**src/rtl/vstore_serializer.sv**
```systemverilog
// Vector store serializer: streams one VLEN-bit store operand into an ELEN-bit
// data memory write port, one element per accepted transfer.
// Ports:
//   clk, rst_n              clock, synchronous active-low reset
//   start_valid/ready       request handshake (ready only while idle)
//   vs3, base_addr          store data and byte address of element 0
//   stride_en, stride       0: unit stride (ELEN/8 bytes), 1: signed byte stride
//   vmask, vl               per-element enable and active element count
//   mem_we/addr/wdata/be    write request, held stable until mem_ready
//   mem_ready               memory accepts the write this cycle
//   busy, done              request in progress / one-cycle completion pulse
//   err_misaligned          alignment fault, pulses together with done
module vstore_serializer #(
  parameter int unsigned VLEN            = 128,
  parameter int unsigned ELEN            = 32,
  parameter int unsigned DATA_ADDR_WIDTH = 10,
  localparam int unsigned NLANES         = VLEN / ELEN
) (
  input  logic                         clk,
  input  logic                         rst_n,
  input  logic                         start_valid,
  output logic                         start_ready,
  input  logic [VLEN-1:0]              vs3,
  input  logic [DATA_ADDR_WIDTH-1:0]   base_addr,
  input  logic                         stride_en,
  input  logic [31:0]                  stride,
  input  logic [NLANES-1:0]            vmask,
  input  logic [$clog2(NLANES):0]      vl,
  output logic                         mem_we,
  output logic [DATA_ADDR_WIDTH-1:0]   mem_addr,
  output logic [ELEN-1:0]              mem_wdata,
  output logic [ELEN/8-1:0]            mem_be,
  input  logic                         mem_ready,
  output logic                         busy,
  output logic                         done,
  output logic                         err_misaligned
);

  localparam int unsigned LaneW  = $clog2(NLANES);
  localparam int unsigned VlW    = LaneW + 1;
  localparam int unsigned BeW    = ELEN / 8;
  localparam int unsigned AlignW = $clog2(BeW);
  localparam int unsigned AW     = DATA_ADDR_WIDTH;

  typedef enum logic [1:0] {StIdle, StIssue, StDone} state_e;

  state_e                       state_q, state_d;
  logic [NLANES-1:0][ELEN-1:0]  data_q, data_d;
  logic [AW-1:0]                addr_q, addr_d;
  logic [31:0]                  stride_q, stride_d;
  logic [NLANES-1:0]            vmask_q, vmask_d;
  logic [VlW-1:0]               vl_q, vl_d;
  logic [LaneW-1:0]             lane_q, lane_d;
  logic                         err_q, err_d;

  logic                         lane_active;
  logic                         last_lane;
  logic [VlW-1:0]               vl_last;
  logic                         misaligned;

  always_comb begin
    state_d  = state_q;
    data_d   = data_q;
    addr_d   = addr_q;
    stride_d = stride_q;
    vmask_d  = vmask_q;
    vl_d     = vl_q;
    lane_d   = lane_q;
    err_d    = err_q;

    lane_active = vmask_q[lane_q];
    vl_last     = vl_q - VlW'(1);
    last_lane   = ({1'b0, lane_q} == vl_last);
    misaligned  = (base_addr[AlignW-1:0] != '0) || (stride_en && (stride[AlignW-1:0] != '0));

    unique case (state_q)
      StIdle: begin
        if (start_valid) begin
          data_d   = vs3;
          addr_d   = base_addr;
          stride_d = stride_en ? stride : 32'(BeW);
          vmask_d  = vmask;
          vl_d     = (vl > VlW'(NLANES)) ? VlW'(NLANES) : vl;
          lane_d   = '0;
          err_d    = misaligned;
          // Faults and empty requests complete without touching memory.
          state_d  = (misaligned || (vl == '0)) ? StDone : StIssue;
        end
      end
      StIssue: begin
        // Masked lanes advance unconditionally; active lanes wait for accept.
        if (!lane_active || mem_ready) begin
          lane_d = lane_q + LaneW'(1);
          // Address wraps modulo 2^AW; negative strides fall out of the truncation.
          addr_d = AW'(32'(addr_q) + stride_q);
          if (last_lane) state_d = StDone;
        end
      end
      StDone:  state_d = StIdle;
      default: state_d = StIdle;
    endcase
  end

  always_ff @(posedge clk) begin
    if (!rst_n) begin
      state_q  <= StIdle;
      data_q   <= '0;
      addr_q   <= '0;
      stride_q <= '0;
      vmask_q  <= '0;
      vl_q     <= '0;
      lane_q   <= '0;
      err_q    <= 1'b0;
    end else begin
      state_q  <= state_d;
      data_q   <= data_d;
      addr_q   <= addr_d;
      stride_q <= stride_d;
      vmask_q  <= vmask_d;
      vl_q     <= vl_d;
      lane_q   <= lane_d;
      err_q    <= err_d;
    end
  end

  // Outputs decode from registered state only.
  always_comb begin
    start_ready    = (state_q == StIdle);
    busy           = (state_q != StIdle);
    mem_we         = (state_q == StIssue) && vmask_q[lane_q];
    mem_addr       = mem_we ? addr_q : '0;
    mem_wdata      = mem_we ? data_q[lane_q] : '0;
    mem_be         = {BeW{mem_we}};
    done           = (state_q == StDone);
    err_misaligned = (state_q == StDone) && err_q;
  end

endmodule

```
**config.mk**
```make
export PLATFORM = sky130hd
export DESIGN_NAME = vstore_serializer
export DESIGN_NICKNAME = d
export VERILOG_FILES = /design/src/rtl/vstore_serializer.sv
export SDC_FILE = /design/constraint.sdc
export NUM_CORES = 1
export LEC_CHECK = 0
export ABC_AREA = 1
export BUFFER_PORTS_ARGS = -buffer_cell sky130_fd_sc_hd__buf_4
export CAP_MARGIN = 20
export CELL_PAD_IN_SITES_DETAIL_PLACEMENT = 1
export CELL_PAD_IN_SITES_GLOBAL_PLACEMENT = 1
export CORE_MARGIN = 2
export CORE_UTILIZATION = 29
export DETAILED_ROUTE_END_ITERATION = 8
export GPL_ROUTABILITY_DRIVEN = 0
export PLACE_DENSITY = 0.7
export SLEW_MARGIN = 20
export SYNTH_ARGS = -nofsm -noshare
export SYNTH_HDL_FRONTEND = slang
export SYNTH_SLANG_ARGS = --single-unit
export TNS_END_PERCENT = 20
```
**constraint.sdc**
```tcl
create_clock -name clk -period 2.1 [get_ports clk]
set_input_delay 0.105 -clock clk [delete_from_list [all_inputs] [get_ports clk]]
set_output_delay 0.105 -clock clk [all_outputs]
set_load 0.005 [all_outputs]
```
# == Word-level counts from Yosys, hierarchy flattened ==
# Cells that the tools add are included.
# word_totals
regBits,160
latchBits,0
mem_bits_rw,0
rom_bits,0
inputBits,182
output_inout_bits,51
n_memories,0
# op_classes
add_sub_neg,3
mul,0
div_mod_pow,0
n_lt_le_gt_ge,2
eq_ne,6
shifts,0
muxes,19
bitwise,0
n_reduce_logical,16
# ops
op,n
32-bit binary-select mux with 2-bit select,1
32-bit 2-to-1 mux,2
10-bit 2-to-1 mux,4
10-bit one-hot mux with 2 select lines,1
2-bit 2-to-1 mux,6
10-bit adder,1
2-bit one-hot mux with 2 select lines,2
2-bit nonzero test,4
"2-bit inequality test, second input constant",3
3-bit AND reduction,2
2-bit by 3-bit equality test with 1-bit output,1
"3-bit > comparator, second input constant",1
1-bit logical AND,3
3-bit logical NOT,1
1-bit logical OR,3
"2-bit by 3-bit < comparator with 1-bit output, second input constant",1
3-bit 2-to-1 mux,1
"3-bit by 1-bit subtractor with 3-bit output, second input constant",1
"2-bit by 1-bit adder with 2-bit output, second input constant",1
1-bit binary-select mux with 2-bit select,1
"2-bit by 1-bit equality test with 1-bit output, second input constant",1
"2-bit equality test, second input constant",1
2-bit logical NOT,1
2-bit AND reduction,1
2 further kinds,2

# == Depth between registers and ports, before layout ==
# depth
ltp_word,7
ltp_mapped,11
depth_no_buf,11

# == Least setup slack after synthesis ==
# No wires, ideal clock.
# synth_path
kind,register to register
startpoint,reg addr_q[0]
endpoint,reg addr_q[4]
setup_ns,0.116
t_arrival_ns,1.581
t_required_ns,1.984
setup_slack_ns,0.403
path_stages_with_launch,10
period_less_slack_ns,1.697
cell_sequence,dfxtp_1 ha_1 fa_1 nand2_1 nand3_1 or2_2 nand3_1 nand2_1 nor2_1 nor2_1
# synth_between
elab_chain_len,3
# synth_lines
element,line,source
from (decl),49,"logic [AW-1:0] addr_q, addr_d;"
from (signal assigned),117,addr_q <= addr_d;
10-bit adder,95,addr_d = AW'(32'(addr_q) + stride_q);
10-bit 2-to-1 mux,92,if (!lane_active || mem_ready) begin
10-bit one-hot mux with 2 select lines,76,unique case (state_q)
# No other way between the ends. The select of a mux whose other input is x is not followed.
# A chain may end at the register's enable or synchronous reset.

# == Final worst setup path ==
# layout_path
startpoint,reg lane_q[0]
endpoint,out mem_be[0]
# layout_between
elab_chain_len,3
# layout_lines
element,line,source
from (decl),53,"logic [LaneW-1:0] lane_q, lane_d;"
from (signal assigned),121,lane_q <= lane_d;
1-bit binary-select mux with 2-bit select,130,mem_we = (state_q == StIssue) && vmask_q[lane_q];
1-bit 2-to-1 mux (not written as such),130,
1-bit logical AND,130,
to (decl),32,"output logic [ELEN/8-1:0] mem_be,"
# No other way between the ends. The select of a mux whose other input is x is not followed.

==> impl_metrics.json <==
{
  "status": "complete, no violations",
  "rows": 58,
  "synthDistinctLibCells": 33,
  "grt_max_degree": 78,
  "core_um2": 25330,
  "drive_above_1_share_pct": 20.18,
  "fmax_mhz": 500.0,
  "cts_max_level": 4,
  "crit_required_ps": 2000,
  "multi_input_area_um2": 3732,
  "synth.cell_area_um2": 7505,
  "hold_violations": 0,
  "grt_pass1_vias": 8787,
  "power.density_nw_per_um2": 838.9,
  "cts_sinks": 160,
  "routed_wirelength_um": 29300,
  "initial_core_util_pct": 29.63,
  "cts_tree": "done",
  "cellLeakagePower_nw": 5.117,
  "path_common_cell": "nand2_2",
  "final_cell_mix": "nor2_1 (418), buf_4 (220), o21ai_0 (209)",
  "drv_slew": 0,
  "cp_max_fo": 43,
  "cp.arrival_ps": 1890,
  "clk_pin_slew_ps": 70,
  "insertion_delay_ps": 420,
  "die_h_um": 164.9,
  "cts_made_buffers": 17,
  "ioPinCount": 233,
  "final_cells": 1769,
  "drt-vias-per-instance": 4.744,
  "grt_pass1_wl_um": 45680,
  "setup_viol": 0,
  "worst-setup-path-type": "reg -> out",
  "placed_cells": 1586,
  "synthToLayoutAreaGrowth_pct": 52.57,
  "period_share_pct": 95.24,
  "dr.pass1.iters": 4,
  "seq_area_frac_synth_pct": 42.68,
  "cp-start-kind": "flip-flop",
  "fillers": 3107,
  "critPathCaptureType": "output pin",
  "hold_path_class": "in -> reg",
  "drv_cap": 0,
  "tightest_slew_ps": 609.4,
  "fin_skew_ps": 10.80,
  "yosys_warnings": 0,
  "route.detailed.drc": 0,
  "routedWlPerCell_um": 16.56,
  "regArea_um2": 3207,
  "crit_slowest_cell": "dfxtp_2",
  "syn-num-nets": 1303,
  "total_power_mw": 9.605,
  "root_buffer": "clkbuf_16",
  "slowest_delay_ps": 360,
  "synth_cells": 1110,
  "port_buffers": 210,
  "vias": 8392,
  "ant_nets": 0,
  "slew_headroom_pct": 59.33,
  "hold_ws_ps": 41.15,
  "peakVddDrop_mv": 0.4306,
  "drt-initial-drc-count": 435,
  "grt_setup_unrepaired": "yes",
  "die_area_um2": 27180,
  "final_common_cell": "nor2_1",
  "die_x_um": 164.9,
  "fin_nets": 1617,
  "period_minus_slack_ps": 2000,
  "post-dp-hpwl_um": 18030,
  "clockBufferDepth": 2,
  "path_cells": "inv_2 > nand2_2 > nand3_2 > nand2_2 > nand2_2 > buf_6 > inv_1 > buf_4",
  "grt_usage_pct": 21.48,
  "syn_avg_cell_area_um2": 6.761,
  "grt-ovfl-total": 0,
  "grt_antenna_before_repair": 2,
  "synth_seq_cells": 160
}
-- where the power goes --
part / switching, mW / internal [mW] / leakage, nW
sequential: 0.227 / 3.47 / 1.33
combinational: 1.48 / 1.06 / 3.49
clock: 1.44 / 1.92 / 0.298
total: 3.15 / 6.45 / 5.12
-- stage by stage --
step	TNS (ps)	worst slack [ps]	cell area (um^2)	utilization (%)
finish	0	100.0	11450	45.21
global placement	0	290.9	9330	36.84
global route	-428.3	-85.25	11450	45.21
CTS	0	49.31	11440	45.16
detailed placement	0	197.4	9330	36.84
floorplan	0	403.3	7505	-
-- final timing paths --
check / startpoint / to / slack, ps / depth (start not counted)
min: base_addr[4] / addr_q[4]$_SDFFE_PN0P_ / 40 / 5
min reg2reg: vmask_q[3]$_SDFFE_PN0P_ / vmask_q[3]$_SDFFE_PN0P_ / 460 / 2
max: lane_q[0]$_SDFFE_PN0P_ / mem_be[0] / 100 / 8
max reg2reg: state_q[1]$_SDFFE_PN0P_ / vl_q[1]$_SDFFE_PN0P_ / 140 / 8
-- Yosys cell counts --
master	number	area share [%]
a21o_1	1	0.10
a21oi_1	57	3.8
a21oi_2	4	0.47
a22oi_1	1	0.10
a31oi_1	1	0.083
and3_1	1	0.083
buf_1	4	0.20
buf_2	30	2.0
buf_4	8	0.80
buf_6	4	0.60
clkbuf_1	35	1.8
clkbuf_2	1	0.067
dfxtp_1	160	43
fa_1	1	0.27
ha_1	10	1.7
inv_1	40	2.0
inv_2	4	0.20
nand2_1	63	3.2
nand2_2	6	0.50
nand2_4	1	0.15
nand3_1	25	1.7
nand3_2	2	0.27
nand3_4	2	0.47
nand4_1	5	0.42
nor2_1	418	21
nor2_2	2	0.17
nor2_4	2	0.30
nor3_1	3	0.20
o21a_1	1	0.10
o21ai_0	210	14
or2_2	3	0.25
xnor2_1	2	0.23
xor2_1	3	0.35
-- cell type report --
type                    instances  share of cell area, %
multi-input cells             824                  32.60
repair buffers                377                  28.86
flip-flops and latches        160                  28.01
clock buffers                  18                  3.748
well taps                     330                  3.606
clock inverters                14                  1.672
inverters                      44                  1.464
diodes                          2                0.04371
-- critical path, delay by kind of cell (launching register included) --
family	cells	cell delay, ps
AND/OR/NAND/NOR	4	270
flip-flops	1	360
buffers and inverters	4	830
-- cell families (layout without fill, tap and decap cells) --
group,count (synthesis),in the layout,synth area share (%)
compound gates,275,275,18.66
buf+inv,126,453,7.619
flops,160,160,42.68
xor+xnor,5,5,0.5836
fa+ha+maj,11,11,1.934
simple gates,533,533,28.53
other cells,0,2,0
-- what timing repair did --
item	4_1_cts	5_1_grt
resized for setup	2	1
endpoints found under the hold margin	146	0
buffers inserted	0	1
hold buffers	148	0
pin swaps	0	1
endpoints found under the setup margin	34	9
-- routing by layer --
| layer | global-route usage [%] | wire length [um] |
|---|---|---|
| met3 | 5.374 | 1448 |
| met4 | 6.522 | 550 |
| met1 | 26.43 | 12980 |
| met2 | 36.93 | 14320 |
| met5 | 0 | 0 |
-- flip-flops by register name, summed over array words and instances, names as in the netlist --
register and cells:
state_q 2, vmask_q 4, stride_q 10, err_q 1
data_q 128, vl_q 3, lane_q 2, addr_q 10
No activity file was read; power rests on OpenSTA's default activity.
